File: config.mk
export PLATFORM = sky130hd
export DESIGN_NAME = period_timer_ctrl
export DESIGN_NICKNAME = d
export VERILOG_FILES = /design/src/rtl/period_timer_ctrl_pkg.sv /design/src/rtl/period_timer_ctrl_ctr_en_reg.sv /design/src/rtl/period_timer_ctrl.sv
export SDC_FILE = /design/constraint.sdc
export NUM_CORES = 1
export LEC_CHECK = 0
export CORE_UTILIZATION = 40
export CTS_CLUSTER_SIZE = 10
export DETAILED_ROUTE_END_ITERATION = 16
export PLACE_DENSITY = 0.83
export SYNTH_ARGS = -nofsm -noshare
export SYNTH_HDL_FRONTEND = slang
export SYNTH_HIERARCHICAL = 1
export SYNTH_SLANG_ARGS = --single-unit
File: constraint.sdc
create_clock -name clk_i -period 1.4 [get_ports clk_i]
set_input_delay 0.35 -clock clk_i [delete_from_list [all_inputs] [get_ports clk_i]]
set_output_delay 0.35 -clock clk_i [all_outputs]
set_load 0.05 [all_outputs]
File: src/rtl/period_timer_ctrl_pkg.sv
// period_timer_ctrl_pkg: shared state encodings and next-state rule for the period timer
//   ST_W      state register width
//   ST_*      IDLE=0, RUN=1, PAUSE=2, DONE=3
//   next_state  FSM transition with clear dominating start/pause
package period_timer_ctrl_pkg;
   localparam int ST_W = 2;
   localparam logic [ST_W-1:0] ST_IDLE  = 2'd0;
   localparam logic [ST_W-1:0] ST_RUN   = 2'd1;
   localparam logic [ST_W-1:0] ST_PAUSE = 2'd2;
   localparam logic [ST_W-1:0] ST_DONE  = 2'd3;
   // term is count==period; in RUN a one-shot terminal count parks in DONE,
   // an auto-reload one stays in RUN
   function automatic logic [ST_W-1:0] next_state(input logic [ST_W-1:0] st,
                                                  input logic start,
                                                  input logic pause,
                                                  input logic clear,
                                                  input logic term,
                                                  input logic reload);
      return clear ? ST_IDLE :
             (st == ST_IDLE || st == ST_DONE) ? (start ? ST_RUN : st) :
             st == ST_RUN ? (pause ? ST_PAUSE : (term && !reload) ? ST_DONE : ST_RUN) :
             (pause ? ST_PAUSE : ST_RUN);
   endfunction
endpackage

File: src/rtl/period_timer_ctrl_ctr_en_reg.sv
// period_timer_ctrl_ctr_en_reg: Width-bit counter register with sync clear, enable and +1
//   clk_i    clock
//   rst_i    synchronous active-high reset
//   clr_i    synchronous clear (beats enable)
//   en_i     increment enable
//   count_o  registered count
module period_timer_ctrl_ctr_en_reg #(
   parameter int Width = 4
) (
   input  logic             clk_i,
   input  logic             rst_i,
   input  logic             clr_i,
   input  logic             en_i,
   output logic [Width-1:0] count_o
);
   always_ff @(posedge clk_i) begin
      if (rst_i || clr_i) count_o <= '0;
      else if (en_i) count_o <= count_o + Width'(1);
   end
endmodule

File: src/rtl/period_timer_ctrl.sv
// period_timer_ctrl: start/pause/resume/clear sequencer around a +1 counter with one-shot or auto-reload terminal count
//   clk_i     clock
//   rst_i     synchronous active-high reset
//   start_i   start request (IDLE/DONE only)
//   pause_i   level pause (RUN<->PAUSE)
//   clear_i   abort to IDLE, count cleared
//   reload_i  latched on start: 1 auto-reload, 0 one-shot
//   period_i  terminal count, latched on start
//   count_o   current count
//   tick_o    one-cycle terminal-count pulse
//   done_o    one-shot finished
//   busy_o    RUN or PAUSE
module period_timer_ctrl
   import period_timer_ctrl_pkg::*;
#(
   parameter int Width = 4
) (
   input  logic             clk_i,
   input  logic             rst_i,
   input  logic             start_i,
   input  logic             pause_i,
   input  logic             clear_i,
   input  logic             reload_i,
   input  logic [Width-1:0] period_i,
   output logic [Width-1:0] count_o,
   output logic             tick_o,
   output logic             done_o,
   output logic             busy_o
);
   logic [ST_W-1:0]  state_q;
   logic [Width-1:0] period_q;
   logic             reload_q;
   logic             tick_q;
   logic             term;
   logic             in_run;
   logic             load;
   logic             hit;
   logic             clr;
   logic             en;
   always_comb begin
      term   = count_o == period_q;
      in_run = state_q == ST_RUN;
      load   = !clear_i && start_i && (state_q == ST_IDLE || state_q == ST_DONE);
      hit    = in_run && !clear_i && !pause_i && term;
      // a start always begins from zero; an auto-reload terminal count wraps to zero
      clr    = clear_i || load || (hit && reload_q);
      en     = in_run && !clear_i && !pause_i && !term;
   end
   always_ff @(posedge clk_i) begin
      if (rst_i) begin
         state_q  <= ST_IDLE;
         period_q <= '0;
         reload_q <= 1'b0;
         tick_q   <= 1'b0;
      end else begin
         state_q <= next_state(state_q, start_i, pause_i, clear_i, term, reload_q);
         tick_q  <= hit;
         if (load) begin
            period_q <= period_i;
            reload_q <= reload_i;
         end
      end
   end
   period_timer_ctrl_ctr_en_reg #(.Width(Width)) u_ctr (
      .clk_i   (clk_i),
      .rst_i   (rst_i),
      .clr_i   (clr),
      .en_i    (en),
      .count_o (count_o)
   );
   assign tick_o = tick_q;
   assign done_o = state_q == ST_DONE;
   assign busy_o = state_q == ST_RUN || state_q == ST_PAUSE;
endmodule

Yosys cells after proc, flatten, opt, wreduce, memory -nomap -nowiden
Index checks and enable logic that the tools add are counted.

storage, ports and cells
  register bits = 12
  output and inout bits = 7

operators by class
  add/sub/neg operators = 1
  equality and inequality tests = 5
  mux-type cells = 6
  reductions and logical operators = 19

operator list
  operator                                       count
  two-way mux 2 bit                              6
  logical AND 1 bit                              8
  logical OR 1 bit                               5
  adder 4 x 1 -> 4 bit, second input constant    1
  == test 2 bit, second input constant           2
  == test 4 bit                                  1
  zero test 1 bit                                4
  == test 2 x 1 -> 1 bit, second input constant  1
  zero test 2 bit                                1
  inequality test 2 bit, second input constant   1
  OR reduction 2 bit                             1

Logic depth before layout (Yosys ltp)
Gate-level depths: netlist (run 1).

  word-level depth = 7
  gate-level depth with buffers = 7
  depth with buffers taken out = 7

Modules after synthesis
The synthesis (run 1) kept the hierarchy.

modules (own cells, without submodules)
  module                        instances  cells each  area an instance (um^2)
  period_timer_ctrl             1          43          422.9
  period_timer_ctrl_ctr_en_reg  1          17          177.7

Worst setup path after synthesis (run 1)
Ideal clock, no wire load.

  kind = register -> register
  from = register u_ctr.count_o[0]
  to = register u_ctr.count_o[3]
  library setup time = 0.123 ns
  arrival = 1.666 ns
  required time = 1.277 ns
  slack = -0.389 ns
  stages on the path, launching flop included = 6
  buffers on the path = 0
  path through = dfxtp_1 -> xnor2_1 -> nand4_1 -> and2_1 -> nand4_1 -> mux2_1

on the way
  elaborated cells between the ends (all ways) = 8

RTL lines
  what                      line                                source
  start: declaration        period_timer_ctrl_ctr_en_reg.sv:14  output logic [Width-1:0] count_o
  start signal: assignment  period_timer_ctrl_ctr_en_reg.sv:18  else if (en_i) count_o <= count_o + Width'(1);
  == test 4 bit             period_timer_ctrl.sv:41             term = count_o == period_q;
  zero test 1 bit           period_timer_ctrl.sv:47             en = in_run && !clear_i && !pause_i && !term;
  logical AND 1 bit         period_timer_ctrl.sv:47
  named net en              period_timer_ctrl.sv:39             logic en;

The timed path passes the listed nets, and every way through them passes these cells.
A chain may end at the register's enable or synchronous reset.

Worst setup path in the final report (run 1)
  from = register state_q[1]
  to = output busy_o

on the way
  word-level cells in the longest chain between the ends = 2
  elaborated cells between the ends (all ways) = 3

RTL lines
  what                                                            line                     source
  start: declaration                                              period_timer_ctrl.sv:30  logic [ST_W-1:0] state_q;
  start signal: assignment                                        period_timer_ctrl.sv:56  state_q <= next_state(state_q, start_i, pause_i, clear_i, term, reload_q);
  == test 2 x 1 -> 1 bit / == test 2 bit (equally long branches)  period_timer_ctrl.sv:73  assign busy_o = state_q == ST_RUN || state_q == ST_PAUSE;
  logical OR 1 bit *                                              period_timer_ctrl.sv:73
  end: declaration                                                period_timer_ctrl.sv:28  output logic busy_o

Mark *: on every way between the ends. The rest lies on a longest branch, timed or not.

==> metrics.yaml, run 1 <==
synthesis:
  ys_types: 25
  synth_fa_ha_area_share_pct: 6.250
  synth_most_common_cell: "dfxtp_1"
  synth-xor-area-share_pct: 7.292
  synth_area_leader_cell: "dfxtp_1"
  muxShareOfSynthArea_pct: 11.88
  synth_compound_area_share_pct: 6.667
  ys.flop_type: "dfxtp_1"
  syn_nets: 73
  synth_seq_area_share_pct: 40.00
  synth_top_cells_by_count: "12 x dfxtp_1, 7 x nor2_1, 6 x mux2i_1, 5 x xnor2_1"
  ys_seq_elements: 12
  ys_async_sr_fraction_pct: 0
  synth_top_area_share_pct: 40.00
  synth_simple_gate_area_share_pct: 25.21
  netlist_instances: 60
  synth_top_family_by_area: "simple AND/OR/NAND/NOR gates"
  synth_edf_count: 0
  synth_area_um2: 600.6
  syn_avg_cell_area_um2: 10.01
  synth_area_leaders: "dfxtp_1 40%, mux2i_1 10%, xnor2_1 7.3%, ha_1 6.3%, nor2_1 4.4%"
  synth_warnings: 6
die:
  coreArea_um2: 1350
  start_util_pct: 44.49
  pin_count: 17
  rows: 13
  chipHeight_um: 40.75
  die_area_um2: 1661
  die_w_um: 40.75
global_routing:
  met1_usage_pct: 26.58
  use_met2_pct: 44.84
  grt_pass1_wl_mm: 2.518
  antenna_found_initial: 0
  grt_busiest_layer: "met2"
  grt.total_usage_pct: 25.31
  grtUsageMet3_pct: 4.891
  grt_max_degree: 8
  grt_pass1_vias: 590
  grt_overflow: 0
timing:
  finalHoldViolations: 0
  fin_setup_tns_ps: -298.0
  period_needed_ps: 1537
  clock_skew_ps: 16.69
  max_slew.worst_pin.slew_ps: 330.4
  rsz0062_at_grt: "yes"
  max_freq_mhz: 650.8
  min_period_over_period_pct: 109.8
  setup_viol: 5
  final-max-slew-violation-count: 0
  setup_ws_ps: -136.5
  slew_headroom_pct: 77.77
place:
  port_buffers: 16
  dp_hpwl_mm: 1.142
  dp_slack_ps: -419.2
  dp_cells: 102
  gp_congestion: 0.7028
cells_and_area:
  area_growth_pct: 86.46
  final_nets: 111
  multi_input_area_um2: 427.9
  seq_area_um2: 261.5
  antenna_cells: 0
  final_layout_size_suffix_gt1_share_pct: 55.67
  finalNonFillerCells: 112
  n_fill_cell: 72
  fin_util_pct: 82.95
clocking:
  path_clk_slew_ps: 70
  h-tree-depth: 1
  holdBufCountCts: 0
  clk_path_buf_depth: 2
  insertion_delay_ps: 280
  cts_tree: "done"
  clock_sinks: 12
  root_buffer: "clkbuf_4"
  numCtsBuffers: 3
setup_path:
  critPathArrivalTime_ps: 1190
  setup.worst_path.class: "reg2out"
  cp_max_fo: 4
  start_kind: "flip-flop"
  cp.required_ps: 1050
  cp-end-kind: "output pin"
  crit_chain: "inv_2 -> ha_4 -> clkinvlp_4 -> buf_12"
  cpMaxStageDelayCell: "dfxtp_2"
  rr_worst_depth: 6
  cpPeakStageDelay_ps: 340
outcome:
  status: "finished, violations left"
  violations: "setup timing"
routing:
  postRouteWirelength_mm: 1.726
  via_per_inst: 5.089
  via_count: 570
  drc: 0
  drt-pass1-iter-count: 4
  antenna_left: 0
  drtIter0Drc: 11
  post_drt_wl_per_cell_um: 15.41
pwr:
  power_density_nw_per_um2: 691.2
  p_leak_nw: 0.4650
  ir_drop_mv: 0.6638
min_path:
  min_path_cells: 2
  hold_class: "reg2reg"
job:
  maxCapViolCount: 0
cell families after synthesis:
family | after synthesis
simple gates | 23
fa+ha+maj | 3
mux | 7
compound gates | 6
flops | 12
xor+xnor | 5
buf+inv | 4
area by class of cell:
class | count | area share (%)
multi-input cells | 44 | 38.21
well taps | 15 | 1.676
inverters | 3 | 1.341
repair buffers | 34 | 33.07
clock buffers | 4 | 2.346
flip-flops and latches | 12 | 23.35
final timing paths:
| check | start | endpoint | slack, ps |
|---|---|---|---|
| max | state_q[1] | busy_o | -140 |
| min | period_q[3] | period_q[3] | 530 |
| max reg2reg | state_q[1] | u_ctr/count_o[0] | -70 |
| min reg2reg | period_q[3] | period_q[3] | 530 |
power by group:
group          internal, mW  switching, mW  total, mW
combinational         0.108         0.0830      0.191
clock                 0.110          0.118      0.228
sequential            0.344         0.0107      0.355
total                 0.562          0.212      0.774
state kept, by name, indices dropped and copies added, names as in the netlist:
signal	count
reload_q	1
u_ctr/count_o	4
state_q	2
tick_o	1
period_q	4
critical path, delay by kind of cell (launching register included):
family	cells	cell delay [ps]
flops	1	340
buf+inv	3	290
fa+ha+maj	1	280
routing by layer:
layer  wire length (µm)  vias to the layer above
met2                883                       24
met1                759                      259
met5                  0                        -
li1                   -                      285
met4                 21                        0
met3                 61                        2
layout by cell type (no fill, tap or decap), types with 2 or more instances in the layout:
cell type         n
xnor2_1           2
dfxtp_2           2
dfxtp_1           5
dfxtp_4           5
ha_4              2
nand4_1           2
buf_12            7
xnor2_2           3
nand2_1           2
buf_6             2
nor3_2            2
buf_4            16
clkbuf_4          3
dlygate4sd2_1     2
nor3b_2           2
nor2_1            7
mux2i_1           6
a21oi_1           2
clkdlybuf4s50_1   7
metrics by stage:
| step | hold WS [ps] | total power, mW | area [µm²] |
|---|---|---|---|
| 2_1_floorplan | 428.5 | 0.4363 | 644.4 |
| 3_3_place_gp | 498.4 | 0.5085 | 978.4 |
| 3_5_place_dp | 509.1 | 0.5131 | 978.4 |
| 4_1_cts | 533.3 | 0.7694 | 1097 |
| 5_1_grt | 554.5 | 0.8057 | 1120 |
| 6_report | 529.2 | 0.7740 | 1120 |
what timing repair did:
action	in CTS	in global routing
pin swaps	7	2
gates cloned	0	0
resized for setup	17	2
buffers inserted	4	2
endpoints found under the setup margin	6	6
(Power assumes the default switching activity.)
==> run 2, diff against run 1 <==
--- a/config.mk
+++ b/config.mk
@@ -5,10 +5,11 @@
 export SDC_FILE = /design/constraint.sdc
 export NUM_CORES = 1
 export LEC_CHECK = 0
-export CORE_UTILIZATION = 40
+export CORE_AREA = 2 2 39 41
 export CTS_CLUSTER_SIZE = 10
 export DETAILED_ROUTE_END_ITERATION = 16
-export PLACE_DENSITY = 0.83
+export DIE_AREA = 0 0 41 43
+export PLACE_DENSITY = 0.87
 export SYNTH_ARGS = -nofsm -noshare
 export SYNTH_HDL_FRONTEND = slang
 export SYNTH_HIERARCHICAL = 1
==> constraint.sdc (replaced) <==
create_clock -name clk_i -period 1.8 [get_ports clk_i]
set_input_delay 0.45 -clock clk_i [delete_from_list [all_inputs] [get_ports clk_i]]
set_output_delay 0.45 -clock clk_i [all_outputs]
set_load 0.05 [all_outputs]
==> run 2 against run 1 <==
The run now ends clean. Worst hold slack lost 8.2 ps. Clock power fell by 32%. Setup slack better by 210 ps. Critical path depth increased by 2. Count of clock-buffer cells in the layout shrank 1. Sequential cell count stayed put. Routed wire length shrank 28%. Sequential share of layout area is 4.3 points higher. Via count decreased by 9.1%. Cell area decreased by 22%. Power down 30%. Utilization fell by 20 points. Critical path type is now in2reg. Highest routed layer unchanged.
==> metrics.yaml, run 2 (same netlist as run 1, synthesis figures left out) <==
outcome:
  status: "finished clean"
setup_path:
  crit_chain: "clkdlybuf4s50_1 -> nor3b_1 -> nand2_1 -> o21ai_1 -> nor3b_1 -> mux2_1"
  crit_top_cell: "nor3b_1"
  cp-end-kind: "flip-flop"
  start_kind: "input pin"
  cp.required_ps: 1950  # +900 ps
  critPathArrivalTime_ps: 1870  # +680 ps
  cp_max_fo: 3  # -1
  cpMaxStageDelayCell: "clkdlybuf4s50_1"
  cp_top_family: "simple AND/OR/NAND/NOR gates"
  setup.worst_path.class: "in2reg"
  cpPeakStageDelay_ps: 440  # +100 ps
  timing.critical_path.buf_inv: 1  # -2
clocking:
  root_buffer: "clkbuf_4"
  h-tree-depth: 1  # unchanged
  holdBufCountCts: 0  # unchanged
  cts_tree: "done"
  clk_path_buf_depth: 2  # unchanged
  numCtsBuffers: 3  # unchanged
  clock_sinks: 12  # unchanged
  insertion_delay_ps: 260  # -20 ps
  path_clk_slew_ps: 70  # about the same
die:
  coreArea_um2: 1384  # +2.5%
  die_w_um: 41  # +0.61%
  chipHeight_um: 43  # +5.5%
  start_util_pct: 43.40  # -1.1 points
  rows: 14  # +1
  die_area_um2: 1763  # +6.2%
  pin_count: 17  # unchanged
cells_and_area:
  reg_top3: "period_q: 4 flops, u_ctr/count_o: 4 flops, state_q: 2 flops"
  layout_common_cells: "12 x dfxtp_1, 9 x clkdlybuf4s50_1, 9 x buf_4, 7 x nor2_1, 6 x mux2i_1"
  n_fill_cell: 122  # +69%
  layout_commonest_cell: "dfxtp_1"
  seq_area_um2: 240.2  # -8.1%
  final_layout_size_suffix_gt1_share_pct: 25.30  # -30 points
  area_growth_pct: 44.58
  antenna_cells: 0  # unchanged
  final_nets: 98  # -12%
  multi_input_area_um2: 356.6  # -17%
routing:
  postRouteWirelength_mm: 1.241  # -28%
  antenna_left: 0  # unchanged
  drc: 0  # unchanged
  via_count: 518  # -9.1%
  drtIter0Drc: 10  # -1
  drt-pass1-iter-count: 4  # unchanged
  post_drt_wl_per_cell_um: 12.54  # -19%
  via_per_inst: 5.232  # +2.8%
global_routing:
  antenna_found_initial: 0  # unchanged
  grt_overflow: 0  # unchanged
  grt.total_usage_pct: 16.53  # -8.8 points
  grt_pass1_wl_mm: 1.994  # -21%
  grt_pass1_vias: 465  # -21%
  grt_max_degree: 10  # +2
timing:
  finalHoldViolations: 0  # unchanged
  slew_headroom_pct: 76.91  # -0.86 points
  clock_skew_ps: 2.219  # -14.47 ps
  max_slew.worst_pin.slew_ps: 345.3  # +14.86 ps
  final-max-slew-violation-count: 0  # unchanged
  fin_setup_tns_ps: 0  # +298.0 ps
  rsz0062_at_grt: "no"
  setup_viol: 0  # -5
  period_needed_ps: 1725
  min_period_over_period_pct: 95.84
  max_freq_mhz: 579.7
  whs_ps: 521.0  # -8.197 ps
pwr:
  power_density_nw_per_um2: 622.0  # -10%
  p_comb_share_pct: 19.2  # -5.5 points
  clock_power_share_pct: 28.9  # -0.6 points
  swShare_pct: 24.60  # -2.8 points
  p_total_mw: 0.5401  # -30%
  p_int_mw: 0.4072  # -28%
  seqPwrFrac_pct: 51.9  # +6.1 points
  p_leak_nw: 0.3682  # -21%
  p_switching_mw: 0.1329  # -37%
  ir_drop_mv: 0.3687  # -44%
job:
  maxCapViolCount: 0  # unchanged
place:
  port_buffers: 16  # unchanged
  dp_hpwl_um: 965.4  # -15%
  gp_congestion: 0.7529  # +7.1%
min_path:
  hold_class: "reg2reg"
## run 2: through the flow
| step | setup WS, ps | area, µm² | std cells | utilization, % |
|---|---|---|---|---|
| 3_3_place_gp | -76.03 | 833.3 | 96 | 60.22 |
| 6_report | 74.90 | 868.3 | 99 | 62.75 |
| 2_1_floorplan | 11.09 | 600.6 | 60 | - |
| 3_5_place_dp | -168.7 | 833.3 | 96 | 60.22 |
| 4_1_cts | 25.01 | 858.3 | 99 | 62.03 |
| 5_1_grt | 5.557 | 868.3 | 99 | 62.75 |
## run 2: power groups by stage
stage / clock, mW / combinational (mW) / sequential (mW)
after floorplan: 0 / 0.0523 / 0.286
after detailed placement: 0 / 0.101 / 0.286
after global routing: 0.175 / 0.112 / 0.282
final: 0.156 / 0.104 / 0.280
after global placement: 0 / 0.0967 / 0.286
after CTS: 0.160 / 0.102 / 0.280
## run 2: tightest hold or removal path, stage by stage (launching register included)
cell	delay (ps)
dfxtp_1	340
mux2i_1	80
nor2_1	70
## run 2: cell type report
cell class,instances,area share (%)
timing repair buffer,21,25.07
multi-input combinational,44,41.07
sequential,12,27.67
inverter,3,1.297
clock buffer,3,2.594
tap,16,2.305
## run 2: worst paths after layout
check              startpoint               end  slack (ps)  cells past startpoint
setup / recovery      pause_i  u_ctr/count_o[3]          70                      6
hold / removal    period_q[1]       period_q[1]         520                      2
setup reg to reg   state_q[0]  u_ctr/count_o[3]         170                      6
hold reg to reg   period_q[1]       period_q[1]         520                      2
## run 2: repair_timing
item	in CTS	in global routing
setup endpoints to repair	1	1
resized for setup	1	1
setup buffers	0	0
pin swaps	0	0
## run 2: routing by layer
metal / part of all wire, % / up-vias / track usage, %
met4: 2.2 / 0 / 8.000
met3: 4.4 / 4 / 3.141
met5: 0 / - / 0
li1: - / 258 / -
met1: 45 / 240 / 21.50
met2: 48 / 16 / 25.00
==> run 3, diff against run 2 <==
--- a/config.mk
+++ b/config.mk
@@ -5,11 +5,13 @@
 export SDC_FILE = /design/constraint.sdc
 export NUM_CORES = 1
 export LEC_CHECK = 0
+export ABC_AREA = 1
 export CORE_AREA = 2 2 39 41
 export CTS_CLUSTER_SIZE = 10
 export DETAILED_ROUTE_END_ITERATION = 16
 export DIE_AREA = 0 0 41 43
-export PLACE_DENSITY = 0.87
+export PLACE_DENSITY = 0.89
+export SLEW_MARGIN = 15
 export SYNTH_ARGS = -nofsm -noshare
 export SYNTH_HDL_FRONTEND = slang
 export SYNTH_HIERARCHICAL = 1
==> run 3 against run 2 <==
Sequential power up 1%. Power is 2.7% higher. Cell area increased by 2.3%. Routed wire length increased by 5.0%. Count of clock-buffer cells in the layout is the same. Sequential cell count stayed put. Die area unchanged.
==> metrics.yaml, run 3 <==
outcome:
  status: "finished clean"
synthesis:
  syn_nets: 105  # +44%
  synth_warnings: 6  # unchanged
  synth_area_leaders: "dfxtp_1 38%, nand2_1 13%, inv_1 9.0%, ha_1 6.0%, nor2_1 6.0%"
  ys_async_sr_fraction_pct: 0  # unchanged
  syn_avg_cell_area_um2: 6.827  # -32%
  synth_area_leader_cell: "dfxtp_1"
  ys.flop_type: "dfxtp_1"
  synth_top_cells_by_count: "21 x nand2_1, 15 x inv_1, 12 x dfxtp_1, 10 x nor2_1, 7 x a21oi_1"
  synth_seq_area_share_pct: 38.25  # -1.8 points
  ys_seq_elements: 12  # unchanged
  netlist_instances: 92  # +53%
  synth_top_area_share_pct: 38.25  # -1.8 points
  ys_types: 17  # -32%
  synth_area_um2: 628.1  # +4.6%
  synth_most_common_cell: "nand2_1"
  synth_edf_count: 0  # unchanged
place:
  port_buffers: 16  # unchanged
  dp_cells: 129  # +34%
  dp_hpwl_mm: 1.090  # +13%
  gp_congestion: 0.8355  # +11%
clocking:
  clk_path_buf_depth: 2  # unchanged
  path_clk_slew_ps: 70  # about the same
  cts_tree: "done"
  clock_sinks: 12  # unchanged
  numCtsBuffers: 3  # unchanged
  cts_setup_buffers: 0  # unchanged
  root_buffer: "clkbuf_4"
  insertion_delay_ps: 260  # about the same
  h-tree-depth: 1  # unchanged
timing:
  whs_ps: 464.4  # -56.66 ps
  clock_skew_ps: 1.282  # -0.9371 ps
  period_needed_ps: 1699  # -25.95 ps
  rsz0062_at_grt: "no"
  min_period_over_period_pct: 94.40  # -1.4 points
  finalHoldViolations: 0  # unchanged
  slew_headroom_pct: 82.20  # +5.3 points
  max_slew.worst_pin.slew_ps: 264.9  # -80.31 ps
  max_freq_mhz: 588.5  # +1.5%
  setup_viol: 0  # unchanged
  final-max-slew-violation-count: 0  # unchanged
cells_and_area:
  reg_top3: "period_q: 4 flops, u_ctr/count_o: 4 flops, state_q: 2 flops"
  final_nets: 131  # +34%
  final_layout_size_suffix_gt1_share_pct: 23.28  # -2.0 points
  area_growth_pct: 41.43
  layout_common_cells: "21 x nand2_1, 14 x inv_1, 12 x dfxtp_1, 10 x nor2_1"
  layout_commonest_cell: "nand2_1"
  finalNonFillerCells: 132  # +33%
  fin_util_pct: 64.20  # +1.4 points
  n_fill_cell: 117  # -4.1%
  antenna_cells: 0  # unchanged
pwr:
  p_leak_nw: 0.3934  # +6.8%
  p_comb_share_pct: 20.6  # +1.4 points
  p_switching_mw: 0.1441  # +8.5%
  p_int_mw: 0.4103  # +0.76%
  seqPwrFrac_pct: 51.1  # -0.8 points
  power_density_nw_per_um2: 624.1  # +0.34%
  swShare_pct: 25.99  # +1.4 points
  ir_drop_mv: 0.4477  # +21%
  clock_power_share_pct: 28.3  # -0.6 points
setup_path:
  cp_top_family: "flip-flops"
  cpMaxStageDelayCell: "dfxtp_1"
  cp-end-kind: "output pin"
  setup.worst_path.class: "reg2out"
  critPathArrivalTime_ps: 1250  # -620 ps
  crit_chain: "inv_1 -> ha_1 -> inv_2 -> buf_12"
  cp.required_ps: 1350  # -600 ps
  cp_max_fo: 4  # +1
  timing.critical_path.buf_inv: 3  # +2
  cpPeakStageDelay_ps: 350  # -90 ps
  start_kind: "flip-flop"
die:
  pin_count: 17  # unchanged
  rows: 14  # unchanged
  coreArea_um2: 1384  # unchanged
  die_area_um2: 1763  # unchanged
  start_util_pct: 45.39  # +2.0 points
  die_w_um: 41  # unchanged
  chipHeight_um: 43  # unchanged
job:
  maxCapViolCount: 0  # unchanged
global_routing:
  grt_overflow: 0  # unchanged
  grt_pass1_wl_mm: 2.256  # +13%
  grt_pass1_vias: 602  # +29%
  antenna_found_initial: 0  # unchanged
  grt.total_usage_pct: 18.37  # +1.8 points
  grt_max_degree: 10  # unchanged
routing:
  post_drt_wl_per_cell_um: 9.871  # -21%
  via_count: 635  # +23%
  drt-pass1-iter-count: 4  # unchanged
  postRouteWirelength_mm: 1.303  # +5.0%
  drtIter0Drc: 11  # +1
  antenna_left: 0  # unchanged
  via_per_inst: 4.811  # -8.1%
  drc: 0  # unchanged
min_path:
  hold_class: "reg2reg"
run 3: power groups by stage:
stage / registers [mW] / logic, mW / clock network (mW)
3_5_place_dp: 0.290 / 0.114 / 0
6_report: 0.284 / 0.114 / 0.157
2_1_floorplan: 0.290 / 0.0630 / 0
5_1_grt: 0.285 / 0.127 / 0.177
4_1_cts: 0.284 / 0.114 / 0.162
3_3_place_gp: 0.289 / 0.110 / 0
run 3: per-stage QoR:
step	cell area [µm²]	power, mW	worst slack (ps)	setup TNS, ps
2_1_floorplan	628.1	0.3531	6.115	0
3_3_place_gp	865.8	0.3993	-36.74	-109.4
3_5_place_dp	865.8	0.4036	-133.8	-404.5
4_1_cts	888.4	0.5593	41.07	0
5_1_grt	888.4	0.5884	23.74	0
6_report	888.4	0.5544	100.8	0
run 3: path summary, 6_finish.rpt:
kind	from	endpoint	slack, ps	depth (start not counted)
setup / recovery	state_q[1]	busy_o	100	4
setup reg to reg	state_q[1]	u_ctr/count_o[1]	190	9
hold / removal	period_q[1]	period_q[1]	460	2
hold reg to reg	period_q[1]	period_q[1]	460	2
run 3: layout make-up:
cell class | count | area [µm²] | area share (%)
Clock buffer | 3 | 22.52 | 2.535
Multi-Input combinational cell | 63 | 324.1 | 36.48
Timing Repair Buffer | 21 | 217.7 | 24.51
Inverter | 17 | 63.81 | 7.183
Sequential cell | 12 | 240.2 | 27.04
Tap cell | 16 | 20.02 | 2.254
run 3: worst reg2reg max path: stages (launching register included):
cell     delay [ps]
dfxtp_1         350
inv_1            50
ha_1            330
nand3_2         100
inv_1            50
nor2_1           90
nand2_1          80
nor2_1          230
o21ai_0         130
a21oi_1         130
run 3: cell families (layout without fill, tap and decap cells):
kind of cell               after synthesis  in the layout  share of synthesized area [%]
and+or+nand+nor                         47             47                          35.26
buffers and inverters                   17             41                          10.16
AOI/OAI and AO/OA                       13             13                          10.36
DFF                                     12             12                          38.25
adders and majority gates                3              3                          5.977
run 3: what timing repair did:
item	CTS	global route
hold buffers	0	0
resized for setup	0	1
endpoints found under the setup margin	0	1
run 3: routing by layer:
metal	part of all wire, %	GRT usage (%)	vias up	wire, µm
li1	-	-	341	-
met1	40	21.24	279	523
met2	54	30.94	13	699
met3	5.1	3.141	2	66
met4	1.1	8.000	0	14
met5	0	0	-	0
